## src/rtl/fft_pkg.sv

```systemverilog
// Shared definitions for the streaming radix-2 FFT stages: rotation modes,
// a wide complex pair type and the output-width helper.
package fft_pkg;

    typedef enum int unsigned {
        TW_NONE  = 0,
        TW_NEG_J = 1
    } tw_mode_e;

    typedef struct packed {
        logic signed [31:0] re;
        logic signed [31:0] im;
    } cplx_t;

    // One guard bit for the butterfly growth, given back when scaling.
    function automatic int unsigned out_w(int unsigned data_w, int unsigned scale);
        return data_w + 1 - scale;
    endfunction

endpackage

```

## src/rtl/fft_r2_sdf_stage_if.sv

```systemverilog
// Sample stream into and out of one radix-2 SDF butterfly stage.
interface fft_r2_sdf_stage_if #(
    parameter int unsigned DATA_W = 16,
    parameter int unsigned LOG2_D = 2,
    parameter int unsigned SCALE  = 0
);
    localparam int unsigned OUT_W = fft_pkg::out_w(DATA_W, SCALE);

    logic                     in_valid;
    logic                     in_sof;
    logic signed [DATA_W-1:0] in_re;
    logic signed [DATA_W-1:0] in_im;
    logic                     out_valid;
    logic                     out_sof;
    logic signed [OUT_W-1:0]  out_re;
    logic signed [OUT_W-1:0]  out_im;
    logic [LOG2_D:0]          out_idx;

    modport master (
        output in_valid, in_sof, in_re, in_im,
        input  out_valid, out_sof, out_re, out_im, out_idx
    );

    modport slave (
        input  in_valid, in_sof, in_re, in_im,
        output out_valid, out_sof, out_re, out_im, out_idx
    );

endinterface

```

## src/rtl/fft_r2_sdf_stage_cplx_delay_line.sv

```systemverilog
// Fixed-depth complex delay line; shifts only when enabled, holds through stalls.
module cplx_delay_line #(
    parameter int unsigned DEPTH = 4,
    parameter int unsigned W     = 17
) (
    input  logic           clk,
    input  logic           en,
    input  logic [2*W-1:0] din,
    output logic [2*W-1:0] dout
);

    logic [2*W-1:0] mem [DEPTH];

    always_ff @(posedge clk) begin
        if (en) begin
            mem[0] <= din;
            for (int unsigned i = 1; i < DEPTH; i++) begin
                mem[i] <= mem[i-1];
            end
        end
    end

    assign dout = mem[DEPTH-1];

endmodule

```

## src/rtl/fft_r2_sdf_stage.sv

```systemverilog
// Radix-2 DIF butterfly stage in single-path delay-feedback form, span D = 2**LOG2_D,
// with optional -j rotation of the upper-half differences and optional 1-bit scaling.
module fft_r2_sdf_stage
    import fft_pkg::*;
#(
    parameter int unsigned DATA_W  = 16,
    parameter int unsigned LOG2_D  = 2,
    parameter int unsigned TW_MODE = 0,
    parameter int unsigned SCALE   = 0
) (
    input logic               clk,
    input logic               rst,
    fft_r2_sdf_stage_if.slave bus
);

    localparam int unsigned D     = 1 << LOG2_D;
    localparam int unsigned IW    = DATA_W + 1;
    localparam int unsigned OUT_W = out_w(DATA_W, SCALE);
    localparam int unsigned CW    = LOG2_D + 1;

    localparam logic [CW-1:0] LAST_A  = CW'(D - 1);
    localparam logic [CW-1:0] FIRST_B = CW'(D);
    localparam logic [CW-1:0] LAST_B  = CW'(2 * D - 1);

    typedef struct packed {
        logic signed [IW-1:0] re;
        logic signed [IW-1:0] im;
    } samp_t;

    logic [CW-1:0] cnt;
    logic          pend;
    logic          sof_arm;

    logic [CW-1:0] cnt_eff;
    logic          pend_eff;
    logic          phase_b;
    logic          pend_next;
    logic          sof_eff;
    logic          first_sum;
    logic          sof_arm_next;
    logic          rot_sel;

    samp_t x_ext;
    samp_t dl_in;
    samp_t dl_out;
    samp_t sum;
    samp_t diff;
    samp_t res;

    logic signed [OUT_W-1:0] re_d;
    logic signed [OUT_W-1:0] im_d;

    logic                    out_valid_q;
    logic                    out_sof_q;
    logic signed [OUT_W-1:0] out_re_q;
    logic signed [OUT_W-1:0] out_im_q;
    logic [CW-1:0]           out_idx_q;

    // A frame start restarts the block; only an unaligned one throws away pending differences.
    always_comb begin
        cnt_eff  = bus.in_sof ? '0 : cnt;
        pend_eff = pend & ~(bus.in_sof & (cnt != '0));
        phase_b  = cnt_eff[LOG2_D];
    end

    always_comb begin
        pend_next = pend_eff;
        if (cnt_eff == LAST_B) begin
            pend_next = 1'b1;
        end else if (cnt_eff == LAST_A) begin
            pend_next = 1'b0;
        end
    end

    always_comb begin
        sof_eff      = sof_arm | bus.in_sof;
        first_sum    = (cnt_eff == FIRST_B);
        sof_arm_next = first_sum ? 1'b0 : sof_eff;
    end

    always_comb begin
        x_ext.re = {bus.in_re[DATA_W-1], bus.in_re};
        x_ext.im = {bus.in_im[DATA_W-1], bus.in_im};
        sum.re   = dl_out.re + x_ext.re;
        sum.im   = dl_out.im + x_ext.im;
        diff.re  = dl_out.re - x_ext.re;
        diff.im  = dl_out.im - x_ext.im;
        dl_in    = phase_b ? diff : x_ext;
    end

    cplx_delay_line #(
        .DEPTH (D),
        .W     (IW)
    ) u_delay (
        .clk  (clk),
        .en   (bus.in_valid),
        .din  (dl_in),
        .dout (dl_out)
    );

    if (tw_mode_e'(TW_MODE) == TW_NEG_J) begin : g_rot
        assign rot_sel = ~phase_b & cnt_eff[LOG2_D-1];
    end else begin : g_norot
        assign rot_sel = 1'b0;
    end

    // Differences leave the delay line during phase A; -j maps (re,im) to (im,-re).
    always_comb begin
        res = dl_out;
        if (phase_b) begin
            res = sum;
        end else if (rot_sel) begin
            res.re = dl_out.im;
            res.im = -dl_out.re;
        end
        re_d = OUT_W'(res.re >>> SCALE);
        im_d = OUT_W'(res.im >>> SCALE);
    end

    always_ff @(posedge clk) begin
        if (rst) begin
            cnt         <= '0;
            pend        <= 1'b0;
            sof_arm     <= 1'b0;
            out_valid_q <= 1'b0;
            out_sof_q   <= 1'b0;
            out_re_q    <= '0;
            out_im_q    <= '0;
            out_idx_q   <= '0;
        end else begin
            out_valid_q <= bus.in_valid & (phase_b | pend_eff);
            out_sof_q   <= bus.in_valid & first_sum & sof_eff;
            if (bus.in_valid) begin
                cnt       <= cnt_eff + 1'b1;
                pend      <= pend_next;
                sof_arm   <= sof_arm_next;
                out_re_q  <= re_d;
                out_im_q  <= im_d;
                out_idx_q <= cnt_eff;
            end
        end
    end

    assign bus.out_valid = out_valid_q;
    assign bus.out_sof   = out_sof_q;
    assign bus.out_re    = out_re_q;
    assign bus.out_im    = out_im_q;
    assign bus.out_idx   = out_idx_q;

endmodule

```

## src/flat_wrapper.sv

```systemverilog
// flat-port wrapper written by rule: the top's interface ports become plain ports
module fft_r2_sdf_stage_flat import fft_pkg::*;
#(
    parameter int unsigned DATA_W  = 16,
    parameter int unsigned LOG2_D  = 2,
    parameter int unsigned TW_MODE = 0,
    parameter int unsigned SCALE   = 0
)
  (clk, rst, bus_in_valid, bus_in_sof, bus_in_re, bus_in_im, bus_out_valid, bus_out_sof, bus_out_re, bus_out_im, bus_out_idx);
  fft_r2_sdf_stage_if #(.DATA_W(DATA_W), .LOG2_D(LOG2_D), .SCALE(SCALE)) bus_i ();
  input logic clk;
  input logic rst;
  input wire logic [$bits(bus_i.in_valid)-1:0] bus_in_valid;
  input wire logic [$bits(bus_i.in_sof)-1:0] bus_in_sof;
  input wire logic [$bits(bus_i.in_re)-1:0] bus_in_re;
  input wire logic [$bits(bus_i.in_im)-1:0] bus_in_im;
  output wire logic [$bits(bus_i.out_valid)-1:0] bus_out_valid;
  output wire logic [$bits(bus_i.out_sof)-1:0] bus_out_sof;
  output wire logic [$bits(bus_i.out_re)-1:0] bus_out_re;
  output wire logic [$bits(bus_i.out_im)-1:0] bus_out_im;
  output wire logic [$bits(bus_i.out_idx)-1:0] bus_out_idx;
  assign bus_i.in_valid = bus_in_valid;
  assign bus_i.in_sof = bus_in_sof;
  assign bus_i.in_re = bus_in_re;
  assign bus_i.in_im = bus_in_im;
  assign bus_out_valid = bus_i.out_valid;
  assign bus_out_sof = bus_i.out_sof;
  assign bus_out_re = bus_i.out_re;
  assign bus_out_im = bus_i.out_im;
  assign bus_out_idx = bus_i.out_idx;
  fft_r2_sdf_stage #(.DATA_W(DATA_W), .LOG2_D(LOG2_D), .TW_MODE(TW_MODE), .SCALE(SCALE)) u_core (.clk(clk), .rst(rst), .bus(bus_i));
endmodule
```

## config.mk

```make
export PLATFORM = sky130hd
export DESIGN_NAME = fft_r2_sdf_stage_flat
export DESIGN_NICKNAME = d
export VERILOG_FILES = /design/src/rtl/fft_pkg.sv /design/src/rtl/fft_r2_sdf_stage_if.sv /design/src/rtl/fft_r2_sdf_stage_cplx_delay_line.sv /design/src/rtl/fft_r2_sdf_stage.sv /design/src/flat_wrapper.sv
export SDC_FILE = /design/constraint.sdc
export NUM_CORES = 1
export LEC_CHECK = 0
export CELL_PAD_IN_SITES_DETAIL_PLACEMENT = 1
export CELL_PAD_IN_SITES_GLOBAL_PLACEMENT = 1
export CORE_MARGIN = 2
export CORE_UTILIZATION = 50
export CTS_CLUSTER_DIAMETER = 80
export DETAILED_ROUTE_END_ITERATION = 10
export PLACE_DENSITY_LB_ADDON = 0.05
export SLEW_MARGIN = 10
export SYNTH_ARGS = -nofsm -noshare
export SYNTH_HDL_FRONTEND = slang
export SYNTH_SLANG_ARGS = --single-unit
```

## constraint.sdc

```tcl
create_clock -name clk -period 5.65 [get_ports clk]
set_input_delay 1.13 -clock clk [delete_from_list [all_inputs] [get_ports clk]]
set_output_delay 1.13 -clock clk [all_outputs]
set_load 0.01 [all_outputs]
```

======== After elaboration in Yosys (flattened, before gate mapping) ========
Memory sizes are Yosys's and may differ from the RTL's.
Cells that the tools add are included.
Widths: inputs -> output; s select.
word-level totals
  flip-flop bits (word level) ............. 44
  latch bits .............................. 0
  bits in writable memories ............... 136
  memory bits (read-only) ................. 0
  logic and storage cells ................. 34
  memories ................................ 1
memory list
  memory              depth  bits a word  rd ports  clocked after Yosys merged registers in  write ports  RTL line                                RTL
  u_core.u_delay.mem  4      34           4         0                                        4            fft_r2_sdf_stage_cplx_delay_line.sv:12  logic [2*W-1:0] mem [DEPTH];
cells by class
  add/subtract/negate cells ............... 5
  multiply operators ...................... 0
  divide/modulo/power cells ............... 0
  order comparisons ....................... 0
  equality and inequality tests ........... 3
  shift operators ......................... 0
  muxes and demuxes ....................... 8
  bitwise operators ....................... 8
  reduce and logical (&&, ||, !) cells .... 1
operators with widths
  cell                 count
  $mux 34              2
  $add 17x16->17       2
  $sub 17x16->17       2
  $eq 3x3->1 const B   2
  $and 1x1->1          5
  $mux 1               5
  $add 3x1->3 const B  1
  $eq 3x2->1 const B   1
  $mux 3               1
  $reduce_bool 3->1    1
  $or 1x1->1           2
  $not 1->1            1

======== Depth between registers and ports, before layout ========
  depth after elaboration ................. 6
  depth in mapped cells ................... 11
  gate-level depth less buffers ........... 11

======== Cells and area by module ========
From an unflattened synthesis, not the netlist that was laid out.
unflattened totals
  cell total of the unflattened synthesis .. 922
  area total of the unflattened synthesis .. 9605.5 um^2
by module, submodules not included
  module            instances  cells each  area each (um^2)  seq. area each (um^2)
  fft_r2_sdf_stage  1          786         5521.5            880.8
  cplx_delay_line   1          136         4083.9            4083.9

======== Least setup slack after synthesis ========
OpenSTA, ideal clock, no wires.
  path type ............................... input to register
  start ................................... input bus_in_im[0]
  end ..................................... memory u_core.u_delay.mem[0][16] in the netlist's numbering (data pin)
  arrival time ............................ 3.031 ns
  setup slack ............................. 2.361 ns
  cell stages on the path ................. 10
  cell sequence ........................... ha_1 fa_1 nand2b_1 a21oi_1 o221ai_1 a21oi_2 o21ai_1 or3_1 nand3_1 xnor2_1
RTL lines
  element      RTL line                                RTL
  from (decl)  flat_wrapper.sv:16                      input wire logic [$bits(bus_i.in_im)-1:0] bus_in_im;
  to (decl)    fft_r2_sdf_stage_cplx_delay_line.sv:12

==> results.yml <==
routing:
  vias_per_cell: 5.73
  vias: 6862
  drt-pass1-iter-count: 5
  totalWireLength_um: 23200
  drc: 0
  wire_per_inst_um: 19.3
  antenna_left: 0
  drtIter0Drc: 352
worst_setup_path:
  r2r_setup_slack_ns: 2.70
  cp.arrival_ns: 3.87
  worstSetupPathType: "primary input to flop"
  crit_path_cell_trace: "clkdlybuf4s50_1, ha_1, fa_1, nand2b_1, a21oi_1, o221ai_1, a21oi_2, o21ai_1, or3_1, nand3_1, xnor2_1"
  timing.rr.start: "u_core.u_delay.mem[3][0]$_DFFE_PP_"
  crit_fanout: 4
  cpPeakStageDelay_ns: 0.46
  cp-end-kind: "flop"
  reg2reg_to: "u_core.u_delay.mem[0][16]$_DFFE_PP_"
  path_buf_inv: 1
  start_kind: "primary input"
  cpLargestDelayFamily: "compound AO/OA/AOI/OAI gates"
  cp_slowest_cell: "clkdlybuf4s50_1"
  reg2regPathDepth: 11
  required_ns: 5.83
placed_design:
  gp_congestion: 0.873
  placed_area_um2: 10400
  dp_hpwl_um: 16100
  portBuffers: 74
final_layout:
  fin_area_um2: 10900
  drive_above_1_share_pct: 6.12
  register_area_um2: 4960
  nNetsFinal: 1057
  fillers: 1973
  multi_input_area_um2: 4060
  utilization_pct: 58.7
  diodes: 0
  area.growth.synth_to_final_pct: 15.7
sta:
  rsz0062_at_grt: "false"
  finalSetupViolCount: 0
  period_share_pct: 65.5
  final.min_clock_period_ns: 3.70
  tightest_slew_ns: 0.983
  fmax_mhz: 270
  slew_viol_final: 0
  hold_viol_final: 0
  tns_ns: 0
  relSlewSlack_pct: 34.2
  worst_clock_skew_ns: 0.0126
  holdWs_ns: 0.420
clock_network:
  cts_hold_buf: 0
  tritoncts: "built"
  clk_path_buf_depth: 2
  cts.clk_slew.worst_paths_ns: 0.07
  cts_num_sinks: 180
  post_cts_buffers: 0
  clock_latency_ns: 0.44
  cts_resized: 0
  cts-root-buf: "clkbuf_16"
  cts_buffers: 17
  htreeDepth: 4
die:
  row_count: 50
  coreArea_um2: 18600
  start_util_pct: 50.7
  io_pins: 75
  die_w_um: 142
  dieArea_um2: 20000
  die_h_um: 142
status:
  status: "finished clean"
yosys:
  synth_nets: 1000
  netlist_area_um2: 9460
  synth_top_area_cell: "edfxtp_1"
  synth_seq_cells: 180
  yosysMostFrequentCell: "edfxtp_1"
  async_reset_ff_share_pct: 0
  synthDistinctLibCells: 70
  ys.warnings.count: 0
  yosys-top-cells-area: "edfxtp_1 43%, dfxtp_1 9.3%, ha_1 8.7%, nor2_1 3.5%, xnor2_1 3.5%"
  synthTopCellsByCount: "136 x edfxtp_1, 89 x nor2_1, 66 x ha_1, 66 x o21ai_0"
  syn_inst: 894
  seq_area_frac_synth_pct: 52.5
  netlist.area_leader.share_pct: 43.2
  synth_ff_type: "edfxtp_1"
  synth_edf_count: 136
  avgSynthCellArea_um2: 10.6
power_and_ir_drop:
  power.leakage_nw: 4.33
  finalPower_mw: 3.26
  power_density_nw_per_um2: 298
  irDropWorstVdd_v: 0.000217
flow_run:
  maxCapViolCount: 0
global_routing:
  antenna_found_initial: 0
  grt_pass1_vias: 7175
  overflow: 0
  grt_pass1_wl_um: 37300
  grt_max_degree: 76
  grtUsageTotal_pct: 23.6
worst_hold_path:
  hold_start: "u_core.u_delay.mem[0][29]$_DFFE_PP_"
  hold_depth: 0
  worstHoldPathType: "flop to flop"
  whs_endpoint: "u_core.u_delay.mem[1][29]$_DFFE_PP_"
-- cell families (layout without fill, tap and decap cells) --
kind of cell	Yosys count	in the layout	share of synthesized area, %
compound gates	245	245	16.8
xor+xnor	49	49	4.54
fa+ha+maj	70	70	9.58
simple gates	235	235	11.2
mux	7	7	0.741
flops	180	180	52.5
buf+inv	108	178	4.62
-- routing by layer --
| metal | track usage [%] | up-vias | wire length (um) |
|---|---|---|---|
| li1 | - | 3312 | - |
| met1 | 30.5 | 3406 | 10400 |
| met2 | 40.9 | 118 | 11700 |
| met3 | 4.62 | 26 | 664 |
| met4 | 6.21 | 0 | 371 |
| met5 | 0 | - | 0 |
-- cell usage in the layout, fill, tap and decap left out, types with 3 or more instances in the layout --
cell type          n
o21ai_1            5
dfxtp_1           44
a31oi_1            9
mux2i_1            7
o41ai_1            5
inv_1             65
xor2_1            11
inv_8              3
or2_2              3
o21bai_1           8
nor2b_1           13
nor2_1            89
clkbuf_16         17
nor3_1            15
nand2b_1          12
ha_1              66
nand3_1           13
a21o_1            13
o21ai_0           66
o21a_1             9
and3_1             5
buf_4              6
inv_6              7
a32oi_1            3
clkdlybuf4s50_1   73
o2111ai_1          3
a22o_1             4
o22ai_1            8
a21oi_1           60
xnor2_1           38
a311oi_1           6
edfxtp_1         136
or3_1              5
a211oi_1           8
fa_1               4
o211ai_1           4
o32ai_1            3
nand2_1           65
o31ai_1            7
-- state kept, by name, indices dropped and copies added (netlist names) --
signal,cells
u_core.bus.out_re,17
u_core.u_delay.mem,136
u_core.sof_arm,1
u_core.cnt,3
u_core.bus.out_im,17
u_core.bus.out_sof,1
u_core.bus.out_idx,3
u_core.bus.out_valid,1
u_core.pend,1
-- worst register-to-register path, cell delays in order, from the launching register on --
cell      delay [ns]
edfxtp_1        0.39
inv_1           0.06
ha_1            0.21
fa_1            0.42
nand2b_1        0.18
a21oi_1         0.26
o221ai_1        0.23
a21oi_2         0.29
o21ai_1         0.13
or3_1           0.35
nand3_1         0.10
xnor2_1         0.07
-- cell type report --
cell class                 instances  share of cell area [%]
clock buffer                      17                    3.89
clock inverter                    15                    1.45
inverter                          66                    2.27
multi-input combinational        606                    37.1
sequential                       180                    45.4
tap                              234                    2.68
timing repair buffer              80                    7.20
-- where the power goes --
group / internal, mW / total, mW / switching, mW
Sequential: 1.52 / 1.56 / 0.0416
Clock: 0.628 / 1.18 / 0.551
Combinational: 0.218 / 0.519 / 0.300
Total: 2.36 / 3.26 / 0.893
-- worst max path at each step --
stage / startpoint / end / slack (ns) / depth (start not counted)
after CTS: bus_in_im[0] / u_core.u_delay.mem[0][16]$_DFFE_PP_ / 1.98 / 11
after floorplan: bus_in_im[0] / u_core.u_delay.mem[0][16]$_DFFE_PP_ / 2.36 / 10
final: bus_in_im[0] / u_core.u_delay.mem[0][16]$_DFFE_PP_ / 1.95 / 11
after detailed placement: bus_in_im[0] / u_core.u_delay.mem[0][16]$_DFFE_PP_ / 1.52 / 11
after global placement: bus_in_im[0] / u_core.u_delay.mem[0][16]$_DFFE_PP_ / 1.61 / 11
after global routing: bus_in_im[0] / u_core.u_delay.mem[0][16]$_DFFE_PP_ / 1.79 / 11
-- per-stage QoR --
step,cells,worst slack [ns]
2_1_floorplan,894,2.36
3_3_place_gp,1166,1.61
3_5_place_dp,1166,1.52
4_1_cts,1198,1.98
5_1_grt,1198,1.79
6_report,1198,1.95
(Power assumes the default switching activity.)
